[src/rtl/reload_counter_pkg.sv]
// -----------------------------------------------------------------------------
// reload_counter_pkg
//   Shared types for the reload counter. It holds no configuration constants:
//   every tunable value is a module parameter on reload_counter.
//   - action_e      : the single update the counter performs on a clock edge
//   - decode_action : priority resolution of the per-edge update
// -----------------------------------------------------------------------------
package reload_counter_pkg;

    typedef enum logic [2:0] {
        ACT_HOLD,     // idle, nothing requested
        ACT_STOP,     // stop wins over everything else
        ACT_LAUNCH,   // idle -> running, count from 0
        ACT_RESTART,  // start rising edge while running (optional feature)
        ACT_TERMINAL, // value reached reload_value: pulse overflow, wrap to 0
        ACT_COUNT     // plain increment
    } action_e;

    // Priority: stop, then launch when idle, then restart, then terminal
    // count, then increment. A restart suppresses the terminal-count pulse.
    function automatic action_e decode_action(
        input logic stop,
        input logic running,
        input logic launch,
        input logic restart,
        input logic at_terminal
    );
        if (stop)        return ACT_STOP;
        if (!running)    return launch ? ACT_LAUNCH : ACT_HOLD;
        if (restart)     return ACT_RESTART;
        if (at_terminal) return ACT_TERMINAL;
        return ACT_COUNT;
    endfunction

endpackage

[src/rtl/reload_counter_rising_edge_detect.sv]
// -----------------------------------------------------------------------------
// rising_edge_detect
//   Registers the previous sampled level of a signal and flags a rising edge:
//   the level is 1 on this edge and was 0 on the previous edge.
//   Ports:
//     clock   : rising-edge clock
//     reset   : asynchronous active-low reset, clears the level history
//     level_i : level being watched
//     rise_o  : combinational, 1 when level_i=1 and the previous sample was 0
// -----------------------------------------------------------------------------
module rising_edge_detect (
    input  logic clock,
    input  logic reset,
    input  logic level_i,
    output logic rise_o
);

    logic level_q;
    logic level_d;

    assign level_d = level_i;
    assign rise_o  = level_i & ~level_q;

    always_ff @(posedge clock or negedge reset) begin
        if (!reset) begin
            level_q <= 1'b0;
        end else begin
            level_q <= level_d;
        end
    end

endmodule

[src/rtl/reload_counter.sv]
// -----------------------------------------------------------------------------
// reload_counter
//   Up-counter from 0 to reload_value with one-shot or auto-reload operation.
//   Parameters:
//     bitwidth                : width of the count and the reload value
//     start_resets_counting   : 1 -> a start rising edge while running restarts
//     enable_autoreload_input : 0 -> autoreload input ignored (treated as 0)
//     enable_autostart_input  : 0 -> autostart input ignored (treated as 0)
//   Ports:
//     clock        : rising-edge clock
//     reset        : asynchronous active-low reset
//     start        : level, launches counting when idle
//     stop         : level, halts counting and freezes value (highest priority)
//     autoreload   : level, keep running after terminal count
//     autostart    : level, acts as a held start while idle
//     reload_value : terminal count, sampled every cycle
//     value        : registered current count
//     running      : registered run flag
//     overflow     : registered one-cycle pulse on terminal count
// -----------------------------------------------------------------------------
module reload_counter
    import reload_counter_pkg::*;
#(
    parameter int unsigned bitwidth                = 8,
    parameter bit          start_resets_counting   = 1'b0,
    parameter bit          enable_autoreload_input = 1'b0,
    parameter bit          enable_autostart_input  = 1'b0
) (
    input  logic                clock,
    input  logic                reset,
    input  logic                start,
    input  logic                stop,
    input  logic                autoreload,
    input  logic                autostart,
    input  logic [bitwidth-1:0] reload_value,
    output logic [bitwidth-1:0] value,
    output logic                running,
    output logic                overflow
);

    localparam logic [bitwidth-1:0] ONE = {{(bitwidth-1){1'b0}}, 1'b1};

    logic [bitwidth-1:0] value_q, value_d;
    logic                running_q, running_d;
    logic                overflow_q, overflow_d;

    logic    start_rise;
    logic    eff_autoreload;
    logic    eff_autostart;
    action_e action;

    // History is tracked even when restart is disabled; the edge is then
    // simply masked off below.
    rising_edge_detect u_start_edge (
        .clock   (clock),
        .reset   (reset),
        .level_i (start),
        .rise_o  (start_rise)
    );

    assign eff_autoreload = enable_autoreload_input ? autoreload : 1'b0;
    assign eff_autostart  = enable_autostart_input  ? autostart  : 1'b0;

    assign action = decode_action(
        stop,
        running_q,
        start | eff_autostart,
        start_resets_counting & start_rise,
        (value_q == reload_value)
    );

    always_comb begin
        value_d    = value_q;
        running_d  = running_q;
        overflow_d = 1'b0;
        case (action)
            ACT_STOP: begin
                running_d = 1'b0;
            end
            ACT_LAUNCH: begin
                running_d = 1'b1;
                value_d   = '0;
            end
            ACT_RESTART: begin
                value_d = '0;
            end
            ACT_TERMINAL: begin
                value_d    = '0;
                overflow_d = 1'b1;
                running_d  = eff_autoreload;
            end
            ACT_COUNT: begin
                // Wraps naturally at 2^bitwidth when reload_value was lowered
                // below the current count.
                value_d = value_q + ONE;
            end
            default: begin
            end
        endcase
    end

    always_ff @(posedge clock or negedge reset) begin
        if (!reset) begin
            value_q    <= '0;
            running_q  <= 1'b0;
            overflow_q <= 1'b0;
        end else begin
            value_q    <= value_d;
            running_q  <= running_d;
            overflow_q <= overflow_d;
        end
    end

    assign value    = value_q;
    assign running  = running_q;
    assign overflow = overflow_q;

endmodule

[config.mk]
export PLATFORM = sky130hd
export DESIGN_NAME = reload_counter
export DESIGN_NICKNAME = d
export VERILOG_FILES = /design/src/rtl/reload_counter_pkg.sv /design/src/rtl/reload_counter_rising_edge_detect.sv /design/src/rtl/reload_counter.sv
export SDC_FILE = /design/constraint.sdc
export NUM_CORES = 1
export LEC_CHECK = 0
export CORE_MARGIN = 2
export CORE_UTILIZATION = 30
export CTS_CLUSTER_SIZE = 30
export DETAILED_ROUTE_END_ITERATION = 16
export HOLD_SLACK_MARGIN = 0.15
export PLACE_DENSITY = 0.7
export SLEW_MARGIN = 10
export SYNTH_ARGS = -nofsm -noshare
export SYNTH_HDL_FRONTEND = slang
export SYNTH_SLANG_ARGS = --single-unit
[constraint.sdc]
create_clock -name clock -period 3.4 [get_ports clock]
set_input_delay 0.34 -clock clock [delete_from_list [all_inputs] [get_ports clock]]
set_output_delay 0.34 -clock clock [all_outputs]
set_load 0.02 [all_outputs]
==> results.sh, run 1 <==
export IMPL_status="complete, no violations"
export IMPL_max_slew_worst_pin_slew_ns=0.5382
export IMPL_rsz0062_at_grt="false"
export IMPL_drive_gt1_share_pct=8.750
export IMPL_numPortBuffers=21
export IMPL_start_util_pct=32.26
export IMPL_ys_ff_latch=10
export IMPL_irDropWorstVdd_mv=0.2475
export IMPL_cp_slowest_cell="clkdlybuf4s50_1"
export IMPL_synth_top_family_by_area="simple AND/OR/NAND/NOR gates"
export IMPL_routed_via_density=4.667
export IMPL_grt_max_degree=11
export IMPL_grt_pass1_wl_um=2042
export IMPL_fin_tns_setup_ns=0
export IMPL_hold_ws_ns=0.3871
export IMPL_cts_inserted_buffers=3
export IMPL_yosys_mux_area_fraction_pct=2.000
export IMPL_cts_sinks=10
export IMPL_synth_compound_area_share_pct=12.44
export IMPL_crit_fanout=8
export IMPL_crit_arrival_ns=1.43
export IMPL_cts_hold_buf=0
export IMPL_wirelength_um=1298
export IMPL_fin_skew_ns=0.008302
export IMPL_vias=490
export IMPL_place_inst=101
export IMPL_synth_distinct_cells=17
export IMPL_core_area_sq_um=1745
export IMPL_clock_path_buffers=2
export IMPL_die_h_um=47.32
export IMPL_die_area_sq_um=2239
export IMPL_start_kind="flip-flop"
export IMPL_dpl_worst_slack_ns=1.429
export IMPL_gp_congestion=0.7233
export IMPL_worst_slack_ns=1.627
export IMPL_min_period_ns=1.773
export IMPL_synth_cell_area_sq_um=563.0
export IMPL_drtAntennaViolNets=0
export IMPL_htreeDepth=1
export IMPL_ys_seq_area_share_pct=44.44
export IMPL_setup_violations_final=0
export IMPL_syn_to_final_growth_pct=49.33
export IMPL_grt_usage_pct=14.29
export IMPL_syn_area_per_cell_sq_um=10.24
export IMPL_fin_cells=105
export IMPL_p_leak_nw=0.3931
export IMPL_first_iter_violations=6
export IMPL_drt_pass1_iterations=4
export IMPL_wl_per_cell_um=12.36
export IMPL_critical_path_top_delay_family="buffers and inverters"
export IMPL_fin_util_pct=48.17
export IMPL_clk_latency_ns=0.27
export IMPL_clock_root_buffer="clkbuf_4"
export IMPL_tritoncts="yes"
export IMPL_overflow=0
export IMPL_synth_warning_count=0
export IMPL_max_slew_margin_pct=64.04
export IMPL_nets=96
export IMPL_p_per_area_nw_per_um2=390.1
export IMPL_critical_path_required_ns=3.06
export IMPL_cap_violations=0
export IMPL_syn_nets=70
export IMPL_cts_resized=0
export IMPL_synthXorXnorAreaFrac_pct=17.11
export IMPL_syn_inst=55
export IMPL_die_w_um=47.32
export IMPL_yosys_area_share_adder_pct=2.222
export IMPL_endpoint_kind="output pin"
export IMPL_crit_type="flip-flop to output pin"
export IMPL_antenna_cells=0
export IMPL_critPathBufInv=1
export IMPL_io_pins=24
export IMPL_cts_setup_buffers=0
export IMPL_finalHoldViolCount=0
export IMPL_path_clk_slew_ns=0.07
export IMPL_yosys_area_share_simple_pct=21.78
export IMPL_drc=0
export IMPL_drv_slew=0
export IMPL_fmax_mhz=564.2
export IMPL_grt_pass1_vias=475
export IMPL_fin_crit_sh_pct=52.13
export IMPL_min_path_type="input port to asynchronous set/reset pin"
export IMPL_path_cells="clkdlybuf4s50_1"
export IMPL_antenna_found_initial=0
export IMPL_max_stage_delay_ns=0.67
export IMPL_rows=15
[synthesized netlist by cell type]
library cell  count  share of area, %
a22o_1            3               4.7
xnor2_1           3               4.7
o21bai_1          1               1.3
a21o_1            3               4.0
a21oi_2           1               1.6
nand2b_1          1               1.1
o21ai_1           1              0.89
nor2b_1           2               2.2
mux2_1            1               2.0
nand3_1           3               2.7
xor2_1            8                12
nand2_1           3               2.0
ha_1              1               2.2
dfrtp_1          10                44
and3_1            3               3.3
nor4_2            2               4.4
nor2_1            9               6.0
[logic make-up (layout without fill, tap and decap cells)]
group | count (synthesis) | count (layout)
and+or+nand+nor | 23 | 23
adders and majority gates | 1 | 1
AOI/OAI and AO/OA | 9 | 9
muxes | 1 | 1
buffers and inverters | 0 | 25
DFF | 10 | 10
xor gates and xnor gates | 11 | 11
[cell usage in the layout (no fill, tap or decap)]
| cell | n |
|---|---|
| clkdlybuf4s50_1 | 21 |
| nor2b_1 | 2 |
| o21bai_1 | 1 |
| a22o_1 | 3 |
| ha_1 | 1 |
| nor4_2 | 2 |
| a21oi_2 | 1 |
| nand2_1 | 3 |
| mux2_1 | 1 |
| clkbuf_4 | 3 |
| xnor2_1 | 3 |
| clkbuf_8 | 1 |
| nor2_1 | 9 |
| a21o_1 | 3 |
| o21ai_1 | 1 |
| nand3_1 | 3 |
| and3_1 | 3 |
| dfrtp_1 | 10 |
| nand2b_1 | 1 |
| xor2_1 | 8 |
[stage by stage]
| stage | instance area (sq um) | total power [mW] |
|---|---|---|
| floorplan | 563.0 | 0.1808 |
| global placement | 804.5 | 0.2191 |
| detailed placement | 804.5 | 0.2220 |
| CTS | 840.8 | 0.3317 |
| global route | 840.8 | 0.3476 |
| finish | 840.8 | 0.3280 |
[layer usage]
layer	up-vias	GRT usage, %	routed length, um
li1	240	-	-
met1	229	16.98	584
met2	17	20.54	575
met3	4	6.154	96
met4	0	10.00	42
met5	-	0	0
[final timing paths]
path | from | end | slack [ns] | cells after the start
setup / recovery | value[2] | value[2] | 1.63 | 1
min in group clock | value[6] | value[6] | 0.58 | 1
setup reg to reg | value[2] | value[4] | 1.72 | 5
hold reg to reg | value[6] | value[6] | 0.58 | 1
hold / removal | reset | value[0] | 0.39 | 1
max in group asynchronous | reset | value[4] | 2.68 | 1
[cell type report]
type	instances	area, sq um
Sequential cell	10	250.2
Tap cell	25	31.28
Clock buffer	4	36.28
Timing Repair Buffer	21	210.2
Multi-Input combinational cell	45	312.8
Fill cell	168	904.6
[power by group]
group / total (mW) / switching [mW] / internal, mW
registers: 0.140 / 0.0133 / 0.127
clock network: 0.109 / 0.0443 / 0.0651
logic: 0.0783 / 0.0366 / 0.0417
total: 0.328 / 0.0942 / 0.234
[sequential cells by signal, summed over array words and instances, names as in the netlist]
signal / flops
overflow: 1
running: 1
value: 8
Note: power is estimated with default switching activity, not from simulation.
==> run 2, diff against run 1 <==
Clock period 3.4 ns to 1.75 ns, I/O delays scaled along.
==> run 2 against run 1 <==
Cell area up 5.4%. First-iteration DRC count increased by 33%. Final cell count is 5.7% higher. Via count increased by 3.3%. Sequential share of layout area is 1.5 points lower. Die area is the same. Combinational power up 110%. Clock-buffer cell count did not move. Clock skew about the same. Non-clock buffer count grew 6. Critical path type unchanged.
==> results.sh, run 2 (synthesized netlist as in run 1, its figures left out) <==
export IMPL_antenna_found_initial=0
export IMPL_crit_fanout=5
export IMPL_drt_pass1_iterations=4
export IMPL_fmax_mhz=631.2
export IMPL_vias=506
export IMPL_cts_hold_buf=0
export IMPL_critical_path_required_ns=1.57
export IMPL_status="complete, no violations"
export IMPL_worst_slack_ns=0.1658
export IMPL_start_util_pct=32.26
export IMPL_crit_arrival_ns=1.41
export IMPL_cts_setup_buffers=0
export IMPL_rsz0062_at_grt="false"
export IMPL_fill_cells=172
export IMPL_syn_to_final_growth_pct=57.33
export IMPL_grt_usage_pct=13.87
export IMPL_clock_path_buffers=2
export IMPL_grt_pass1_vias=449
export IMPL_crit_type="flip-flop to output pin"
export IMPL_setup_violations_final=0
export IMPL_rows=15
export IMPL_core_area_sq_um=1745
export IMPL_final_common_cell="clkdlybuf4s50_1"
export IMPL_dpl_cell_area_sq_um=849.6
export IMPL_p_leak_nw=0.4247
export IMPL_hpwl_um=1005
export IMPL_antenna_cells=0
export IMPL_largest_register_ffs=8
export IMPL_finalHoldViolCount=0
export IMPL_min_period_ns=1.584
export IMPL_drtAntennaViolNets=0
export IMPL_grt_max_degree=11
export IMPL_grt_pass1_wl_um=2007
export IMPL_cts_resized=0
export IMPL_die_h_um=47.32
export IMPL_die_area_sq_um=2239
export IMPL_first_iter_violations=8
export IMPL_grtUsageMet3_pct=6.154
export IMPL_fin_crit_sh_pct=90.53
export IMPL_dpl_worst_slack_ns=-0.02336
export IMPL_use_met1_pct=17.61
export IMPL_mostFrequentLayoutCells="21 x clkdlybuf4s50_1, 10 x dfrtp_1, 9 x nor2_1, 8 x xor2_1, 6 x buf_4"
export IMPL_overflow=0
export IMPL_htreeDepth=1
export IMPL_endpoint_kind="output pin"
export IMPL_nets=102
export IMPL_drv_slew=0
export IMPL_irDropWorstVdd_mv=0.4536
export IMPL_clock_root_buffer="clkbuf_4"
export IMPL_die_w_um=47.32
export IMPL_max_slew_margin_pct=67.88
export IMPL_routed_via_density=4.559
export IMPL_fin_skew_ns=0.008505
export IMPL_tritoncts="yes"
export IMPL_drc=0
export IMPL_final_area_sq_um=885.9
export IMPL_wl_per_cell_um=12.06
export IMPL_cts_sinks=10
export IMPL_clk_latency_ns=0.28
export IMPL_numPortBuffers=21
export IMPL_wirelength_um=1339
export IMPL_drive_gt1_share_pct=15.12
export IMPL_fin_util_pct=50.75
export IMPL_cap_violations=0
export IMPL_busiest_layer="met2"
export IMPL_path_clk_slew_ns=0.08
export IMPL_p_per_area_nw_per_um2=733.3
export IMPL_cts_inserted_buffers=3
export IMPL_io_pins=24
export IMPL_max_slew_worst_pin_slew_ns=0.4803
export IMPL_min_path_type="input port to asynchronous set/reset pin"
export IMPL_gp_congestion=0.7680
export IMPL_start_kind="flip-flop"
export IMPL_use_met2_pct=20.81
[run 2: cell types whose count changed in the layout (fill, tap and decap cells not counted)]
cell	change
buf_4	+6
[run 2: routing by layer]
layer,vias up,part of all wire [%]
li1,254,-
met1,232,45
met2,17,46
met3,3,7.8
met4,0,0.97
met5,-,0
[run 2: stage by stage]
stage	TNS (ns)	total power [mW]	hold WS (ns)	cells
4_1_cts	0	0.6614	0.2298	111
2_1_floorplan	0	0.3514	-0.1206	55
3_3_place_gp	-0.1173	0.4353	0.5344	107
6_report	0	0.6496	0.2178	111
3_5_place_dp	-0.04553	0.4380	0.5369	107
5_1_grt	0	0.6880	0.2507	111
[run 2: path summary, 6_finish.rpt]
path | from | endpoint | slack, ns | depth (start not counted)
worst max-delay path | value[4] | value[4] | 0.17 | 2
worst min-delay path | reset | value[2] | 0.22 | 1
worst max register to register | value[7] | value[4] | 0.19 | 5
worst min register to register | value[7] | value[7] | 0.61 | 2
max in group asynchronous | reset | value[7] | 1.20 | 1
min in group clock | start | running | 0.54 | 2
[run 2: where the power goes]
part	internal [mW]	switching, mW	total (mW)
combinational	0.0887	0.0754	0.164
clock	0.127	0.0906	0.217
sequential	0.247	0.0214	0.268
total	0.462	0.188	0.650
[run 2: layout make-up]
cell class	instances	area [sq um]	share of cell area, %
Timing Repair Buffer	27	255.2	28.81
Multi-Input combinational cell	45	312.8	35.31
Tap cell	25	31.28	3.531
Clock buffer	4	36.28	4.096
Sequential cell	10	250.2	28.25
[run 2: critical path: stages, from the launching register on]
cell and delay (ns):
dfrtp_1 0.39, buf_4 0.15, clkdlybuf4s50_1 0.60
==> run 3, diff against run 2 <==
Settings changed: SYNTH_HIERARCHICAL set to 1.
Clock period 1.75 ns to 1.54 ns, I/O delays scaled along.
==> run 3 against run 2 <==
Total power rose by 10%. Global-route usage increased by 0.82 points. First-iteration DRC count shrank 50%. Die area is the same. Area after synthesis unchanged. Cell area up 11%. Worst hold slack worse by 0.010 ns. Sequential share of layout area decreased by 2.1 points. Critical path type is now flip-flop to flip-flop. Largest cell class is now non-clock buffers. Highest routed layer unchanged.
==> results.sh, run 3 <==
export IMPL_tritoncts="yes"
export IMPL_cts_sinks=10
export IMPL_syn_nets=70
export IMPL_ys_ff_latch=10
export IMPL_clock_root_buffer="clkbuf_4"
export IMPL_swShare_pct=29.28
export IMPL_r2r_slack_ns=0.01
export IMPL_largest_register_ffs=8
export IMPL_mostFrequentLayoutCells="16 x buf_4, 14 x clkdlybuf4s50_1, 9 x nor2_1, 8 x xor2_1, 7 x dlymetal6s2s_1"
export IMPL_ys_seq_area_share_pct=44.44
export IMPL_setup_violations_final=0
export IMPL_drive_gt1_share_pct=28.13
export IMPL_routed_via_density=4.570
export IMPL_final_common_cell="buf_4"
export IMPL_htreeDepth=1
export IMPL_io_pins=24
export IMPL_syn_inst=55
export IMPL_clkPwrFrac_pct=26.2
export IMPL_synth_edff_count=0
export IMPL_yosysMostFrequentCell="dfrtp_1"
export IMPL_cts_hold_buf=0
export IMPL_cap_violations=0
export IMPL_fin_crit_sh_pct=99.25
export IMPL_grt_usage_pct=14.69
export IMPL_antenna_found_initial=0
export IMPL_fin_skew_ns=0.008714
export IMPL_syn_to_final_growth_pct=74.44
export IMPL_use_met1_pct=15.81
export IMPL_die_area_sq_um=2239
export IMPL_drc=0
export IMPL_clk_latency_ns=0.26
export IMPL_irDropWorstVdd_mv=0.4154
export IMPL_start_util_pct=32.26
export IMPL_synth_commonest_cells="10 x dfrtp_1, 9 x nor2_1, 8 x xor2_1"
export IMPL_start_kind="flip-flop"
export IMPL_fmax_mhz=654.2
export IMPL_die_w_um=47.32
export IMPL_min_period_ns=1.528
export IMPL_power_frac_seq_pct=41.4
export IMPL_drv_slew=0
export IMPL_synthTopCellsByArea="dfrtp_1 44%, xor2_1 12%, nor2_1 6.0%"
export IMPL_overflow=0
export IMPL_drt_pass1_iterations=4
export IMPL_wirelength_um=1480
export IMPL_syn_area_per_cell_sq_um=10.24
export IMPL_r2r_end="value[6]"
export IMPL_crit_arrival_ns=1.68
export IMPL_synth_cell_area_sq_um=563.0
export IMPL_grt_pass1_wl_um=2263
export IMPL_synth_top_area_share_pct=44.44
export IMPL_p_per_area_nw_per_um2=728.5
export IMPL_first_iter_violations=4
export IMPL_finalHoldViolCount=0
export IMPL_hold_ws_ns=0.2077
export IMPL_critical_path_required_ns=1.69
export IMPL_final_area_sq_um=982.2
export IMPL_path_clk_slew_ns=0.07
export IMPL_gp_congestion=0.6994
export IMPL_min_path_type="input port to asynchronous set/reset pin"
export IMPL_fill_cells=156
export IMPL_drtAntennaViolNets=0
export IMPL_hpwl_um=1072
export IMPL_die_h_um=47.32
export IMPL_max_slew_worst_pin_slew_ns=0.4603
export IMPL_synth_top_area_cell="dfrtp_1"
export IMPL_synth_main_ff_cell="dfrtp_1"
export IMPL_clock_path_buffers=2
export IMPL_synth_warning_count=6
export IMPL_status="complete, no violations"
export IMPL_dpl_cell_area_sq_um=900.9
export IMPL_grt_pass1_vias=559
export IMPL_r2r_start="value[6]"
export IMPL_core_area_sq_um=1745
export IMPL_pwr_share_comb_pct=32.5
export IMPL_rows=15
export IMPL_crit_type="flip-flop to flip-flop"
export IMPL_antenna_cells=0
export IMPL_cts_inserted_buffers=3
export IMPL_p_leak_nw=0.5866
export IMPL_max_slew_margin_pct=69.22
export IMPL_vias=553
export IMPL_power_switching_mw=0.2095
export IMPL_rsz0062_at_grt="true"
export IMPL_wl_per_cell_um=12.23
export IMPL_grt_max_degree=11
export IMPL_async_flop_share_pct=100.0
export IMPL_reg2reg_depth=6
export IMPL_busiest_layer="met2"
export IMPL_numPortBuffers=21
export IMPL_synth_distinct_cells=17
export IMPL_intPower_mw=0.5060
export IMPL_crit_fanout=8
export IMPL_endpoint_kind="flip-flop"
export IMPL_nets=112
export IMPL_use_met2_pct=26.49
export IMPL_grtUsageMet3_pct=3.846
run 3: changes by cell type in the layout (fill, tap and decap cells not counted), sizes merged:
cell           change
buf               +10
clkdlybuf4s50      -7
dlymetal6s2s       +7
run 3: how the worst max path moves through the flow:
stage	endpoint	from	cells after the start
3_3_place_gp	value[6]	reload_value[4]	7
3_5_place_dp	value[6]	reload_value[0]	6
2_1_floorplan	value[4]	value[0]	5
6_report	value[6]	value[6]	6
4_1_cts	value[6]	value[6]	6
5_1_grt	value[6]	value[0]	6
run 3: area by class of cell:
class,instances,area [sq um],area share (%)
repair buffers,37,347.8,35.41
clock buffers,4,26.28,2.675
well taps,25,31.28,3.185
multi-input cells,45,320.3,32.61
flip-flops and latches,10,256.5,26.11
run 3: per-layer routing:
layer,up-vias,share of wire [%]
li1,277,-
met4,0,1.4
met2,18,49
met3,2,5.3
met5,-,0
met1,256,44
run 3: power groups by stage:
stage / clock network [mW] / logic (mW) / registers [mW]
6_report: 0.187 / 0.232 / 0.296
3_5_place_dp: 0 / 0.221 / 0.301
4_1_cts: 0.191 / 0.228 / 0.296
2_1_floorplan: 0 / 0.0681 / 0.333
3_3_place_gp: 0 / 0.218 / 0.299
5_1_grt: 0.208 / 0.253 / 0.299
run 3: cells by family after synthesis:
kind of cell             after synthesis  synth area share, %
flip-flops                            10                44.44
AND/OR/NAND/NOR                       23                21.78
adder cells (fa/ha/maj)                1                2.222
multiplexers                           1                2.000
AO/OA/AOI/OAI                          9                12.44
XOR/XNOR                              11                17.11
run 3: critical path, stage by stage (launching register included):
cell     delay (ns)
dfrtp_2        0.41
xor2_1         0.17
nor4_2         0.24
buf_4          0.17
a21oi_4        0.08
a21o_1         0.17
a22o_1         0.17
run 3: stage by stage:
step                TNS (ns)  total power [mW]  setup slack [ns]  util [%]  std cells
floorplan           -0.05044            0.4015          -0.02522         -         55
global placement      -1.188            0.5176           -0.1876     51.61        113
detailed placement    -1.526            0.5216           -0.2333     51.61        113
CTS                        0            0.7150          0.001414     53.98        118
global route         -0.3532            0.7594          -0.06430     56.27        121
finish                     0            0.7155           0.01153     56.27        121
run 3: timing repair:
| item | in CTS | in global routing |
|---|---|---|
| hold endpoints to repair | 0 | 0 |
| setup endpoints to repair | 3 | 14 |
| pin swaps | 1 | 3 |
| resized for setup | 1 | 7 |
| setup buffers | 1 | 3 |
==> RTL change: new RTL, config.mk and constraints of run 2 <==
Reset style: synchronous (`reset`), changed in 2 clocked blocks. Comments in the files are not updated.
--- a/src/rtl/reload_counter_rising_edge_detect.sv
+++ b/src/rtl/reload_counter_rising_edge_detect.sv
@@ -21,7 +21,7 @@
     assign level_d = level_i;
     assign rise_o  = level_i & ~level_q;
 
-    always_ff @(posedge clock or negedge reset) begin
+    always_ff @(posedge clock) begin
         if (!reset) begin
             level_q <= 1'b0;
         end else begin
--- a/src/rtl/reload_counter.sv
+++ b/src/rtl/reload_counter.sv
@@ -99,7 +99,7 @@
         endcase
     end
 
-    always_ff @(posedge clock or negedge reset) begin
+    always_ff @(posedge clock) begin
         if (!reset) begin
             value_q    <= '0;
             running_q  <= 1'b0;
Check against the original RTL: differs if reset is asserted again (counterexample within 4 cycles, from zero or initial values and one cycle with reset low); with reset held inactive, the same outputs for 10 cycles.
==> RTL change against run 2 <==
Area after synthesis rose by 6.2%; cell area decreased by 2.4%; routed wire length increased by 2.1%; critical path depth decreased by 1; sequential cell count unchanged; register-to-register slack improved by 50 ps; worst setup slack is essentially flat; highest routed layer unchanged.
Power is not compared: it rests on default switching activity, and its combinational part moved more than twofold at a synthesized area within 25%.
==> RTL change: results (changes against run 2) <==
maximum root-to-sink buffer count 2 (unchanged); DR vias/cell 4.69 (+3.0%); routed len/inst 12.3 µm (+2.1%); final worst slack 166 ps (-0.127 ps); max reg flops 8 (unchanged); ANT cells 0 (unchanged); clock slew at reported path FFs 70 ps; Switch Pwr 0.116 mW; sequential share of the synthesized area 0.335 (-0.110); status finished clean; clk_skew 5.64 ps (-2.86 ps); Critical Path End value[0]; CTS buffer count 3 (unchanged); DP Worst Slack 59.9 ps (+83.2 ps); Max Cap Viol 0 (unchanged); fraction of layout cells with a size suffix above 1 0.155 (+0.00360); first-pass GRT wire length 2330 µm (+16%); YS warnings 0 (unchanged); FF-to-FF End value[7]$_SDFFE_PN0P_; CP startpoint value[0]$_SDFFE_PN0P_; initial antenna violation count 0 (unchanged); Area contributors post-synth dfxtp_1 33%, xnor2_2 11%, xnor2_1 10%; Final nets 101 (-0.98%); Final GP Congestion 0.778 (+1.3%); Clk Latency, worst-skew pair 260 ps (-20 ps); Synth top cells by count 10 x dfxtp_1, 10 x nor2_1, 7 x xnor2_1; # fillers 199 (+16%); FFs w/ async S/R, synth 0 (-1.00); Worst R2R Path Depth 4 (-1); vias in the first global route 487 (+8.5%); max incr delay on CP 660 ps (+60 ps); R2R setup slack 240 ps (+50 ps); Worst Hold Class flip-flop to flip-flop; largest net degree at the start of global routing 8 (-3); GR Util All Layers 0.126 (-0.0125); maximum VDD drop 290 µV; dpl hpwl 1070 µm (+6.2%); worst-path fanout max 6 (+1); Post-CTS Setup Inserts 0 (unchanged); Post-DP Area 842 µm² (-0.88%); relative slew slack 0.691 (+0.0124); distinct cell type count after synthesis 21 (+4); DR iter-0 viols 6 (-2); DR pass1 iterations 2 (-2); CP arrival 1410 ps (about the same); Synth Net Count 75 (+7.1%)
==> RTL change: cell type report <==
class / instances / area, µm² / share of cell area
tap: 27 / 33.8 / 0.0391
sequential: 10 / 200 / 0.232
inverter: 1 / 3.75 / 0.00434
multi-input combinational: 49 / 394 / 0.456
timing repair buffer: 21 / 210 / 0.243
clock buffer: 3 / 22.5 / 0.0260
==> RTL change: kinds of logic (layout without fill, tap and decap cells) <==
kind of cell,after synthesis,in the layout,synth area share
flops,10,10,0.335
compound gates,7,7,0.132
xor+xnor,14,14,0.255
buf+inv,1,25,0.00627
simple gates,27,27,0.251
fa+ha+maj,1,1,0.0209
==> RTL change: power groups by stage <==
stage / clock, mW / combinational [mW] / sequential (mW)
floorplan: 0 / 0.0339 / 0.241
global placement: 0 / 0.0760 / 0.239
detailed placement: 0 / 0.0770 / 0.239
CTS: 0.164 / 0.0773 / 0.234
global route: 0.176 / 0.0818 / 0.234
finish: 0.159 / 0.0772 / 0.234
==> RTL change: layer usage <==
metal  routed length (µm)  vias up  share of wire  track usage
met5                    0        -              0            0
met4                   19        0          0.014       0.0714
met3                   45        2          0.033       0.0247
met2                  639       15           0.47        0.180
met1                  663      244           0.49        0.176
li1                     -      260              -            -
==> RTL change: through the flow <==
step | power, mW | instances
after floorplan | 0.275 | 60
final | 0.470 | 111
after detailed placement | 0.316 | 108
after global placement | 0.315 | 108
after CTS | 0.475 | 111
after global routing | 0.492 | 111
==> RTL change: worst min path at each step <==
stage / to / slack, ps / cells past startpoint
CTS: running$_SDFFE_PN0P_ / 570 / 1
floorplan: running$_SDFFE_PN0P_ / 290 / 2
global route: value[1]$_SDFFE_PN0P_ / 600 / 2
finish: running$_SDFFE_PN0P_ / 570 / 1
detailed placement: running$_SDFFE_PN0P_ / 550 / 1
global placement: running$_SDFFE_PN0P_ / 540 / 1
